File: config.mk
export PLATFORM = sky130hd
export DESIGN_NAME = button_light_ctrl
export DESIGN_NICKNAME = d
export VERILOG_FILES = /design/src/rtl/light_ctrl_pkg.sv /design/src/rtl/button_debounce.sv /design/src/rtl/button_light_ctrl.sv
export SDC_FILE = /design/constraint.sdc
export NUM_CORES = 1
export LEC_CHECK = 0
export ABC_AREA = 1
export CORE_AREA = 8 8 57 59
export CTS_BUF_LIST = sky130_fd_sc_hd__clkbuf_2 sky130_fd_sc_hd__clkbuf_4 sky130_fd_sc_hd__clkbuf_8
export DETAILED_ROUTE_END_ITERATION = 10
export DIE_AREA = 0 0 65 67
export PLACE_DENSITY_LB_ADDON = 0.15
export SLEW_MARGIN = 10
export SYNTH_ARGS = -nofsm -noshare
export SYNTH_HDL_FRONTEND = slang
export SYNTH_HIERARCHICAL = 1
export SYNTH_SLANG_ARGS = --single-unit
export TNS_END_PERCENT = 20
File: constraint.sdc
create_clock -name i_clk -period 1.1 [get_ports i_clk]
set_input_delay 0.11 -clock i_clk [delete_from_list [all_inputs] [get_ports i_clk]]
set_output_delay 0.11 -clock i_clk [all_outputs]
set_load 0.01 [all_outputs]
File: src/rtl/light_ctrl_pkg.sv
// Shared types and default tuning constants for the push-button light controller.
package light_ctrl_pkg;

  localparam int DEBOUNCE_CYC_DEF = 16;
  localparam int LONG_CYC_DEF     = 64;
  localparam int BLINK_HALF_DEF   = 8;

  typedef enum logic [1:0] {
    MODE_OFF   = 2'd0,
    MODE_ON    = 2'd1,
    MODE_BLINK = 2'd2
  } mode_e;

endpackage

File: src/rtl/button_debounce.sv
// Two-flop synchroniser and run-length debouncer for the raw button pin.
// o_fall flags the cycle whose clock edge drops o_pressed, so press events can be registered on that same edge.
module button_debounce
  import light_ctrl_pkg::*;
#(
  parameter int DEBOUNCE_CYC = DEBOUNCE_CYC_DEF
) (
  input  logic i_clk,
  input  logic i_rst_n,
  input  logic i_button,
  output logic o_pressed,
  output logic o_fall
);

  localparam int CW = $clog2(DEBOUNCE_CYC + 1);
  localparam logic [CW-1:0] CNT_LAST = CW'(DEBOUNCE_CYC - 1);

  logic          r_s1;
  logic          r_s2;
  logic          r_pressed;
  logic [CW-1:0] r_cnt;
  logic          w_flip;

  assign w_flip = (r_s2 != r_pressed) && (r_cnt == CNT_LAST);

  always_ff @(posedge i_clk or negedge i_rst_n) begin
    if (!i_rst_n) begin
      r_s1      <= 1'b0;
      r_s2      <= 1'b0;
      r_pressed <= 1'b0;
      r_cnt     <= '0;
    end else begin
      r_s1 <= i_button;
      r_s2 <= r_s1;
      if (r_s2 == r_pressed) begin
        r_cnt <= '0;
      end else if (w_flip) begin
        r_cnt     <= '0;
        r_pressed <= r_s2;
      end else begin
        r_cnt <= r_cnt + CW'(1);
      end
    end
  end

  assign o_pressed = r_pressed;
  assign o_fall    = w_flip & r_pressed;

endmodule

File: src/rtl/button_light_ctrl.sv
// Button-driven light controller: debounce, short/long press classification, mode FSM and blink timer.
//   state      | meaning
//   MODE_OFF   | light held at 0
//   MODE_ON    | light held at 1
//   MODE_BLINK | light toggles every BLINK_HALF cycles, starting high on entry
module button_light_ctrl
  import light_ctrl_pkg::*;
#(
  parameter int DEBOUNCE_CYC = DEBOUNCE_CYC_DEF,
  parameter int LONG_CYC     = LONG_CYC_DEF,
  parameter int BLINK_HALF   = BLINK_HALF_DEF
) (
  input  logic       i_clk,
  input  logic       i_rst_n,
  input  logic       i_button,
  output logic       o_light,
  output logic       o_pressed,
  output logic       o_short_evt,
  output logic       o_long_evt,
  output logic [1:0] o_mode
);

  localparam int HW = $clog2(LONG_CYC + 1);
  localparam int BW = $clog2(BLINK_HALF + 1);
  localparam logic [HW-1:0] HOLD_MAX   = HW'(LONG_CYC);
  localparam logic [HW-1:0] HOLD_LAST  = HW'(LONG_CYC - 1);
  localparam logic [BW-1:0] BLINK_LAST = BW'(BLINK_HALF - 1);

  logic          w_pressed;
  logic          w_fall;
  logic [HW-1:0] r_hold;
  logic          r_short_evt;
  logic          r_long_evt;
  mode_e         r_mode;
  mode_e         w_mode_nxt;
  logic [BW-1:0] r_blink_cnt;
  logic [BW-1:0] w_blink_cnt_nxt;
  logic          r_blink_on;
  logic          w_blink_on_nxt;
  logic          r_light;
  logic          w_light_nxt;

  button_debounce #(
    .DEBOUNCE_CYC(DEBOUNCE_CYC)
  ) u_debounce (
    .i_clk    (i_clk),
    .i_rst_n  (i_rst_n),
    .i_button (i_button),
    .o_pressed(w_pressed),
    .o_fall   (w_fall)
  );

  // A release on the same edge that completes the hold counts as long, never short.
  always_ff @(posedge i_clk or negedge i_rst_n) begin
    if (!i_rst_n) begin
      r_hold      <= '0;
      r_short_evt <= 1'b0;
      r_long_evt  <= 1'b0;
    end else begin
      if (!w_pressed) begin
        r_hold <= '0;
      end else if (r_hold != HOLD_MAX) begin
        r_hold <= r_hold + HW'(1);
      end
      r_long_evt  <= w_pressed && (r_hold == HOLD_LAST);
      r_short_evt <= w_fall && (r_hold < HOLD_LAST);
    end
  end

  always_ff @(posedge i_clk or negedge i_rst_n) begin
    if (!i_rst_n) begin
      r_mode      <= MODE_OFF;
      r_blink_cnt <= '0;
      r_blink_on  <= 1'b0;
      r_light     <= 1'b0;
    end else begin
      r_mode      <= w_mode_nxt;
      r_blink_cnt <= w_blink_cnt_nxt;
      r_blink_on  <= w_blink_on_nxt;
      r_light     <= w_light_nxt;
    end
  end

  always_comb begin
    w_mode_nxt      = r_mode;
    w_blink_cnt_nxt = '0;
    w_blink_on_nxt  = 1'b1;
    w_light_nxt     = 1'b0;

    case (r_mode)
      MODE_OFF: begin
        if (r_short_evt)     w_mode_nxt = MODE_ON;
        else if (r_long_evt) w_mode_nxt = MODE_BLINK;
      end
      MODE_ON: begin
        if (r_short_evt)     w_mode_nxt = MODE_OFF;
        else if (r_long_evt) w_mode_nxt = MODE_BLINK;
      end
      MODE_BLINK: begin
        if (r_short_evt)     w_mode_nxt = MODE_OFF;
        else if (r_long_evt) w_mode_nxt = MODE_ON;
      end
      default: w_mode_nxt = MODE_OFF;
    endcase

    if ((w_mode_nxt == MODE_BLINK) && (r_mode == MODE_BLINK)) begin
      if (r_blink_cnt == BLINK_LAST) begin
        w_blink_cnt_nxt = '0;
        w_blink_on_nxt  = ~r_blink_on;
      end else begin
        w_blink_cnt_nxt = r_blink_cnt + BW'(1);
        w_blink_on_nxt  = r_blink_on;
      end
    end

    w_light_nxt = (w_mode_nxt == MODE_ON) ||
                  ((w_mode_nxt == MODE_BLINK) && w_blink_on_nxt);
  end

  assign o_light     = r_light;
  assign o_pressed   = w_pressed;
  assign o_short_evt = r_short_evt;
  assign o_long_evt  = r_long_evt;
  assign o_mode      = r_mode;

endmodule
==> flow_summary.yaml, run 1 <==
status:
  status: "finished with violations"
  violations: "negative setup slack"
floorplan:
  num_rows: 18
  ioPinCount: 9
  die_y_um: 67
  die_width_um: 65
  start_util: 0.510
  die_area_sq_um: 4360
  core_region_area_sq_um: 2360
finish:
  num-fill-cells: 203
  area_growth_pct: 26.3
  nNetsFinal: 178
  layout-drive-gt1-share: 0.335
  antenna-diode-count: 0
  multi_input_comb_area_sq_um: 552
  regArea_sq_um: 627
pwr:
  p_switching_mw: 0.305
  seq_power_share: 0.654
  intPower_mw: 1.13
  vdd_drop_max_mv: 0.649
  power.leakage_nw: 0.744
  clkPwrFrac: 0.292
  p_sw_frac: 0.212
  power_density_nw_per_um2: 945
  p_comb_frac: 0.054
timing:
  post-route-min-period_ns: 1.17
  setup_tns_ns: -0.243
  fmax_mhz: 854
  fin_worst_skew_ns: 0.00149
  setup_viol: 8
  drv_slew: 0
  setup_ws_ns: -0.0703
  hold_viol: 0
  min_period_over_period: 1.06
  relSlewSlack: 0.845
  tightest_slew_ns: 0.233
  hold_slack_ns: 0.135
  rsz0062_at_grt: "yes"
logic_synthesis:
  synth_ff_type: "dfrtp_1"
  yosys_register_bits: 25
  synth_edf_count: 0
  synth_top_area_share: 0.519
  yosys-top-cells-area: "dfrtp_1, nand2_1, inv_1"
  yosysMostFrequentCell: "nand2_1"
  yosys_warnings: 6
  synth.distinct_cells: 20
  syn_area_sq_um: 1200
  avgSynthCellArea_sq_um: 8.37
  synth_fp_nets: 151
  async_reset_ff_frac: 1.00
  synth_top_cells_by_count: "nand2_1, dfrtp_1, inv_1"
  synth_top_cell_by_area: "dfrtp_1"
  ys_seq_area_frac: 0.519
  syn_inst: 144
grt:
  grt-ovfl-total: 0
  grt_first_pass_wirelength_mm: 4.08
  grt.total_usage: 0.116
  grt_max_degree: 26
  grt_pass1_vias: 1051
  antenna_found_initial: 0
worst_setup_path:
  critPathArrivalTime_ns: 1.43
  cp.required_ns: 1.36
  crit_path_end_kind: "flip-flop"
  critPathLaunchType: "flip-flop"
  r2r_slack_ns: -0.07
  crit_type: "flip-flop to flip-flop"
  cp_max_fo: 3
placement:
  gp_congestion: 0.828
  port_buffers: 8
  hpwlAfterDp_mm: 1.66
route:
  ant_nets: 0
  wl_per_cell_um: 11.9
  via_count: 985
  drc: 0
  first_pass_iters: 3
  vias_per_cell: 4.93
  routed_wl_mm: 2.37
  drtIter0Drc: 41
clock_network:
  cts_sinks: 25
  insertion_delay_ns: 0.30
  cts-root-buf: "clkbuf_4"
  cts_buffers: 3
  cts_hold_buf: 0
  clk_pin_slew_worst_paths_ns: 0.13
  h-tree-depth: 1
  cts_tree: "built"
  clock_path_buffers: 2
flow_run:
  maxCapViolCount: 0
worst_hold_path:
  hold_path_class: "input port to async pin"
-- placed cells by master (no fill, tap or decap), types with 2 or more instances in the layout --
| cell | synthesis | final |
|---|---|---|
| dfrtp_1 | 25 | 24 |
| nor2_4 | 0 | 2 |
| o21ai_1 | 3 | 2 |
| nand2_2 | 2 | 5 |
| inv_1 | 22 | 17 |
| buf_4 | 0 | 13 |
| inv_2 | 4 | 9 |
| clkdlybuf4s50_1 | 0 | 2 |
| o21ai_2 | 1 | 2 |
| nand2_1 | 34 | 31 |
| clkdlybuf4s15_1 | 0 | 2 |
| ha_2 | 0 | 2 |
| nor2_2 | 5 | 5 |
| nand3_1 | 14 | 10 |
| clkbuf_2 | 0 | 4 |
| o21ai_0 | 2 | 2 |
| nand4_1 | 5 | 5 |
| nor2_1 | 13 | 11 |
| nand3_2 | 2 | 6 |
| clkbuf_4 | 0 | 4 |
| a21oi_1 | 2 | 2 |
| xor2_1 | 2 | 2 |
-- power groups by stage --
stage	logic, mW	registers, mW	clock network [mW]
CTS	0.0721	0.940	0.444
global placement	0.0705	0.957	0
detailed placement	0.0719	0.957	0
finish	0.0779	0.940	0.420
global route	0.0895	0.942	0.470
floorplan	0.0219	0.958	0
-- final timing paths --
path	startpoint	end	cells after the start
worst max-delay path	u_debounce/r_cnt[1]	o_short_evt	7
worst min-delay path	i_rst_n	o_mode[0]	2
worst max register to register	u_debounce/r_cnt[1]	o_short_evt	7
worst min register to register	u_debounce/r_s1	u_debounce/r_s2	0
max in group asynchronous	i_rst_n	u_debounce/o_pressed	2
min in group i_clk	i_button	u_debounce/r_s1	1
-- flip-flops by register name, indices dropped and copies added (netlist names) --
register	cells
r_hold	7
u_debounce/r_s1	1
r_blink_cnt	4
o_light	1
o_long_evt	1
u_debounce/r_s2	1
r_blink_on	1
o_mode	2
o_short_evt	1
u_debounce/o_pressed	1
u_debounce/r_cnt	5
-- layout make-up --
cell class,instances,share of cell area
timing repair buffer,22,0.117
inverter,26,0.0641
tap,30,0.0247
clock buffer,4,0.0197
multi-input combinational,93,0.363
sequential,25,0.412
-- what timing repair did --
| item | CTS | global route |
|---|---|---|
| pin swaps | 1 | 8 |
| setup endpoints to repair | 13 | 21 |
| setup buffers | 4 | 3 |
| resized for setup | 15 | 23 |
-- kinds of logic after synthesis --
| family | after synthesis | share of synthesized area |
|---|---|---|
| adders and majority gates | 4 | 0.0415 |
| xor gates and xnor gates | 3 | 0.0218 |
| buffers and inverters | 26 | 0.0810 |
| DFF | 25 | 0.519 |
| AOI/OAI and AO/OA | 9 | 0.0436 |
| and+or+nand+nor | 77 | 0.293 |
-- worst max-delay path, stage by stage (launching register included) --
cell and delay [ns]:
dfrtp_1 0.38, ha_2 0.20, nand3_2 0.10, nor2_4 0.17
nand3_2 0.10, inv_2 0.06, nand3_2 0.07, inv_2 0.05
-- stage by stage --
stage	setup WS, ns	cells	total power [mW]	cell area [sq um]	utilization
after floorplan	0.0301	144	0.980	1210	-
after global placement	-0.0195	189	1.03	1390	0.588
after detailed placement	-0.0369	189	1.03	1390	0.588
after CTS	-0.0566	197	1.46	1460	0.616
after global routing	-0.148	200	1.50	1520	0.643
final	-0.0703	200	1.44	1520	0.643
-- metal layers --
layer  vias to the layer above  GRT usage  wire, um
met3                         2     0.0369       104
met5                         -          0         0
met1                       467      0.115      1010
li1                        507          -         -
met4                         0     0.0463        10
met2                         9      0.219      1240
Note: power is estimated with default switching activity, not from simulation.
==> inputs of run 2 (changes only) <==
--- a/config.mk
+++ b/config.mk
@@ -11,6 +11,7 @@
 export DETAILED_ROUTE_END_ITERATION = 10
 export DIE_AREA = 0 0 65 67
 export PLACE_DENSITY_LB_ADDON = 0.15
+export SKIP_CTS_REPAIR_TIMING = 1
 export SLEW_MARGIN = 10
 export SYNTH_ARGS = -nofsm -noshare
 export SYNTH_HDL_FRONTEND = slang
==> run 2 against run 1 <==
  * The flow still finishes with violations (negative setup slack)
  * Combinational power down 7.7%
  * Core utilization down 1.1 points
  * Sequential share of layout area up 0.69 points
  * Final cell count down 1.5%
  * Register-to-register slack better by 0.02 ns
  * Clock skew up 0.0013 ns
  * Worst setup slack better by 0.018 ns
  * Highest routed layer unchanged
==> flow_summary.yaml, run 2 (synthesized netlist as in run 1, its figures left out) <==
floorplan:
  core_region_area_sq_um: 2360
  start_util: 0.510
  die_width_um: 65
  num_rows: 18
  die_y_um: 67
  die_area_sq_um: 4360
  ioPinCount: 9
clock_network:
  cts-root-buf: "clkbuf_4"
  cts_buffers: 3
  h-tree-depth: 1
  clock_path_buffers: 2
  cts_tree: "built"
  insertion_delay_ns: 0.30
  clk_pin_slew_worst_paths_ns: 0.13
  cts_sinks: 25
pwr:
  vdd_drop_max_mv: 0.630
  power_density_nw_per_um2: 956
  power.leakage_nw: 0.835
worst_setup_path:
  critPathArrivalTime_ns: 1.41
  cp.required_ns: 1.36
  crit_path_end_kind: "flip-flop"
  r2r_end: "o_short_evt"
  crit_top_cell: "nand3_1"
  worst-path-stages: 7
  timing.rr.start: "u_debounce/r_cnt[1]"
  path_delay_family: "simple AND/OR/NAND/NOR gates"
  critPathLaunchType: "flip-flop"
  r2r_slack_ns: -0.05
  cp_max_fo: 3
  critPathMaxStageDelay_ns: 0.38
  cp_slowest_cell: "dfrtp_1"
  crit_buf_inv: 2
  ff2ff_path_depth: 7
  crit_type: "flip-flop to flip-flop"
  crit_chain: "ha_2, nand3_1, nor2_2, nand3_1, inv_1, nand3_1, inv_1"
route:
  met1_length_um: 999
  drc: 0
  routed_wl_mm: 2.27
  wl_met2_mm: 1.16
  routed.top_layer: "met4"
  ant_nets: 0
  wl_per_cell_um: 11.5
  wl_met3_um: 100
  vias_per_cell: 4.95
  via_count: 975
  drtIter0Drc: 33
  first_pass_iters: 4
timing:
  hold_viol: 0
  fin_worst_skew_ns: 0.00277
  setup_tns_ns: -0.140
  min_period_over_period: 1.05
  setup_viol: 6
  drv_slew: 0
  relSlewSlack: 0.846
  fmax_mhz: 868
  tightest_slew_ns: 0.228
  post-route-min-period_ns: 1.15
  rsz0062_at_grt: "yes"
  setup_ws_ns: -0.0527
placement:
  gp_congestion: 0.828
  dp_slack_ns: -0.0369
  dpl-instance-area_sq_um: 1390
  hpwlAfterDp_mm: 1.66
  placed_cells: 189
  port_buffers: 8
finish:
  antenna-diode-count: 0
  largest_reg_flops: 7
  fin_area_sq_um: 1500
  num-fill-cells: 207
  most-common-layout-cells: "nand2_1, dfrtp_1, inv_1"
  layout-drive-gt1-share: 0.234
  reg.largest.list: "r_hold: 7 flops, u_debounce/r_cnt: 5 flops, r_blink_cnt: 4 flops"
  top_register: "r_hold"
  nNetsFinal: 175
  layoutNonFillerInstCount: 197
  area_growth_pct: 24.2
  utilization: 0.633
  layout_commonest_cell: "nand2_1"
grt:
  grt_first_pass_wirelength_mm: 3.91
  grt.total_usage: 0.111
  antenna_found_initial: 0
  grt_max_degree: 26
  grt-ovfl-total: 0
  grt_pass1_vias: 1009
worst_hold_path:
  hold_path_class: "input port to async pin"
status:
  violations: "negative setup slack"
  status: "finished with violations"
flow_run:
  maxCapViolCount: 0
[run 2: stage by stage]
step / power [mW] / hold slack [ns]
2_1_floorplan: 0.980 / -0.186
3_3_place_gp: 1.03 / 0.341
3_5_place_dp: 1.03 / 0.336
4_1_cts: 1.46 / 0.135
5_1_grt: 1.50 / 0.143
6_report: 1.43 / 0.134
[run 2: worst register-to-register path, cell delays in order, from the launching register on]
cell     delay [ns]
dfrtp_1        0.38
ha_2           0.19
nand3_1        0.09
nor2_2         0.16
nand3_1        0.10
inv_1          0.06
nand3_1        0.08
inv_1          0.06
[run 2: layer usage]
layer,GRT usage,vias up
li1,-,499
met1,0.113,465
met2,0.204,9
met3,0.0369,2
met4,0.0463,0
met5,0,-
[run 2: layout make-up]
| class | instances | area, sq um | area share |
|---|---|---|---|
| sequential | 25 | 627 | 0.419 |
| clock buffer | 4 | 30.0 | 0.0201 |
| inverter | 26 | 97.6 | 0.0652 |
| tap | 30 | 37.5 | 0.0251 |
| multi-input combinational | 93 | 514 | 0.344 |
| timing repair buffer | 19 | 190 | 0.127 |
[run 2: worst max path at each step]
| stage | to | slack, ns | start |
|---|---|---|---|
| floorplan | o_short_evt | 0.03 | u_debounce/r_cnt[0] |
| global placement | o_short_evt | -0.02 | u_debounce/r_cnt[0] |
| detailed placement | r_hold[1] | -0.04 | r_hold[0] |
| CTS | o_pressed | -0.38 | u_debounce/o_pressed |
| global route | o_short_evt | -0.18 | u_debounce/r_cnt[0] |
| finish | o_short_evt | -0.05 | u_debounce/r_cnt[1] |
[run 2: power by group]
group / total (mW) / internal (mW) / switching [mW]
Combinational: 0.0719 / 0.0323 / 0.0396
Sequential: 0.940 / 0.931 / 0.00859
Clock: 0.419 / 0.166 / 0.253
Total: 1.43 / 1.13 / 0.301
==> inputs of run 3 (changes only) <==
--- a/config.mk
+++ b/config.mk
@@ -6,15 +6,15 @@
 export NUM_CORES = 1
 export LEC_CHECK = 0
 export ABC_AREA = 1
-export CORE_AREA = 8 8 57 59
+export CORE_AREA = 8 8 56 58
 export CTS_BUF_LIST = sky130_fd_sc_hd__clkbuf_2 sky130_fd_sc_hd__clkbuf_4 sky130_fd_sc_hd__clkbuf_8
 export DETAILED_ROUTE_END_ITERATION = 10
-export DIE_AREA = 0 0 65 67
+export DIE_AREA = 0 0 64 66
+export MAX_ROUTING_LAYER = met4
 export PLACE_DENSITY_LB_ADDON = 0.15
 export SKIP_CTS_REPAIR_TIMING = 1
 export SLEW_MARGIN = 10
 export SYNTH_ARGS = -nofsm -noshare
 export SYNTH_HDL_FRONTEND = slang
-export SYNTH_HIERARCHICAL = 1
 export SYNTH_SLANG_ARGS = --single-unit
 export TNS_END_PERCENT = 20
==> run 3 against run 2 <==
  * The flow still finishes with violations (negative setup slack)
  * Sequential power barely moved
  * Clock skew rose by 0.0054 ns
  * Worst setup slack improved by 0.015 ns
  * Clock power decreased by 3%
  * Combinational power shrank 11%
  * Synthesized cell count decreased by 13%
  * Power shrank 1.3%
  * Critical endpoint is now r_hold[6]
  * Highest routed layer unchanged
==> flow_summary.yaml, run 3 <==
status:
  status: "finished with violations"
  violations: "negative setup slack"
timing:
  hold_viol: 0
  setup_viol: 7
  tightest_slew_ns: 0.201
  fmax_mhz: 879
  drv_slew: 0
  post-route-min-period_ns: 1.14
  relSlewSlack: 0.866
  setup_ws_ns: -0.0378
  rsz0062_at_grt: "yes"
  min_period_over_period: 1.03
  fin_worst_skew_ns: 0.00819
logic_synthesis:
  synth_top_cells_by_count: "nand2_1, dfrtp_1, inv_1, nor2_1, nand3_1"
  yosysMostFrequentCell: "nand2_1"
  synth_fp_nets: 133
  async_reset_ff_frac: 1.00
  yosys_register_bits: 25
  synth_top_cell_by_area: "dfrtp_1"
  synth_top_area_share: 0.551
  yosys-top-cells-area: "dfrtp_1, nand2_1, inv_1"
  synth.distinct_cells: 15
  ys_seq_area_frac: 0.551
  syn_inst: 126
  yosys_warnings: 0
  synth_ff_type: "dfrtp_1"
  synth_edf_count: 0
  syn_area_sq_um: 1130
  avgSynthCellArea_sq_um: 9.01
pwr:
  power_density_nw_per_um2: 1010
  p_sw_frac: 0.220
  vdd_drop_max_mv: 1.01
  intPower_mw: 1.10
  power.leakage_nw: 0.776
  clkPwrFrac: 0.288
  p_comb_frac: 0.045
  seq_power_share: 0.666
  p_switching_mw: 0.311
worst_setup_path:
  cp_max_fo: 4
  critPathLaunchType: "flip-flop"
  cp.required_ns: 1.35
  timing.rr.start: "r_hold[1]"
  crit_path_end_kind: "flip-flop"
  critPathArrivalTime_ns: 1.39
  crit_type: "flip-flop to flip-flop"
  crit_start: "r_hold[1]"
finish:
  antenna-diode-count: 0
  nNetsFinal: 155
  area_growth_pct: 23.3
  layout_commonest_cell: "nand2_1"
  fin_area_sq_um: 1400
  largest_reg_flops: 7
  top_register: "r_hold"
  layout-drive-gt1-share: 0.184
  reg.largest.list: "r_hold: 7 flops, u_debounce.r_cnt: 5 flops, r_blink_cnt: 4 flops"
  most-common-layout-cells: "nand2_1, dfrtp_1, nor2_1"
flow_run:
  maxCapViolCount: 0
grt:
  use_met1: 0.119
  grt_max_degree: 26
  use_met2: 0.167
  grt-ovfl-total: 0
  antenna_found_initial: 0
  grt.total_usage: 0.103
  grt_first_pass_wirelength_mm: 3.38
  busiest_layer: "met2"
  grt_pass1_vias: 820
  met3_usage: 0.0271
floorplan:
  die_area_sq_um: 4220
  die_y_um: 66
  core_region_area_sq_um: 2320
  ioPinCount: 9
  die_width_um: 64
  num_rows: 18
  start_util: 0.489
clock_network:
  cts_buffers: 3
  insertion_delay_ns: 0.31
  h-tree-depth: 1
  cts_sinks: 25
  clock_path_buffers: 2
  clk_pin_slew_worst_paths_ns: 0.14
  cts_tree: "built"
  cts-root-buf: "clkbuf_4"
placement:
  hpwlAfterDp_mm: 1.42
  port_buffers: 8
  dp_slack_ns: -0.0755
  gp_congestion: 0.735
  dpl-instance-area_sq_um: 1310
route:
  ant_nets: 0
  first_pass_iters: 4
  wl_per_cell_um: 11.3
  drc: 0
  drtIter0Drc: 49
  vias_per_cell: 4.77
  via_count: 844
  routed_wl_mm: 2.00
worst_hold_path:
  hold_path_class: "input port to async pin"
## run 3: metal layers
layer / wire, um / vias to the layer above
met4: 19 / 0
met3: 48 / 2
met5: 0 / -
met1: 956 / 397
met2: 971 / 6
li1: - / 439
## run 3: final timing paths
kind	end	slack [ns]	cells past startpoint
setup reg to reg	r_hold[6]	-0.04	5
hold / removal	o_short_evt	0.12	2
min in group i_clk	u_debounce.r_s1	0.23	1
setup / recovery	r_hold[6]	-0.04	5
hold reg to reg	u_debounce.r_s2	0.38	0
max in group asynchronous	r_hold[1]	0.83	2
## run 3: worst max-delay path, cell delays in order, from the launching register on
cell and delay, ns:
dfrtp_1 0.42, ha_1 0.19, nand3_1 0.14, nor2_1 0.11, nand2_1 0.07, a21oi_1 0.15
## run 3: cells by family after synthesis
kind of cell	count (synthesis)	synth area share
simple gates	64	0.236
compound gates	9	0.0397
fa+ha+maj	4	0.0441
xor+xnor	6	0.0629
buf+inv	18	0.0662
flops	25	0.551
## run 3: power by group through the flow
stage                     clock [mW]  sequential (mW)  combinational, mW
after floorplan                    0            0.958             0.0205
after global placement             0            0.958             0.0639
after detailed placement           0            0.958             0.0654
after CTS                      0.430            0.941             0.0654
after global routing           0.480            0.943             0.0739
final                          0.407            0.941             0.0639
## run 3: stage by stage
stage	instances	setup TNS [ns]	util	power, mW	hold slack, ns
floorplan	126	0	-	0.978	-0.186
global placement	170	-0.0633	0.563	1.02	0.338
detailed placement	170	-0.208	0.563	1.02	0.348
CTS	174	-1.98	0.576	1.44	0.117
global route	177	-1.29	0.603	1.50	0.107
finish	177	-0.158	0.603	1.41	0.124
## run 3: cell type report
| class | count | area [sq um] |
|---|---|---|
| Inverter | 17 | 63.8 |
| Clock inverter | 1 | 7.51 |
| Timing Repair Buffer | 18 | 183 |
| Clock buffer | 3 | 22.5 |
| Fill cell | 193 | 921 |
| Tap cell | 30 | 37.5 |
| Multi-Input combinational cell | 83 | 459 |
| Sequential cell | 25 | 626 |
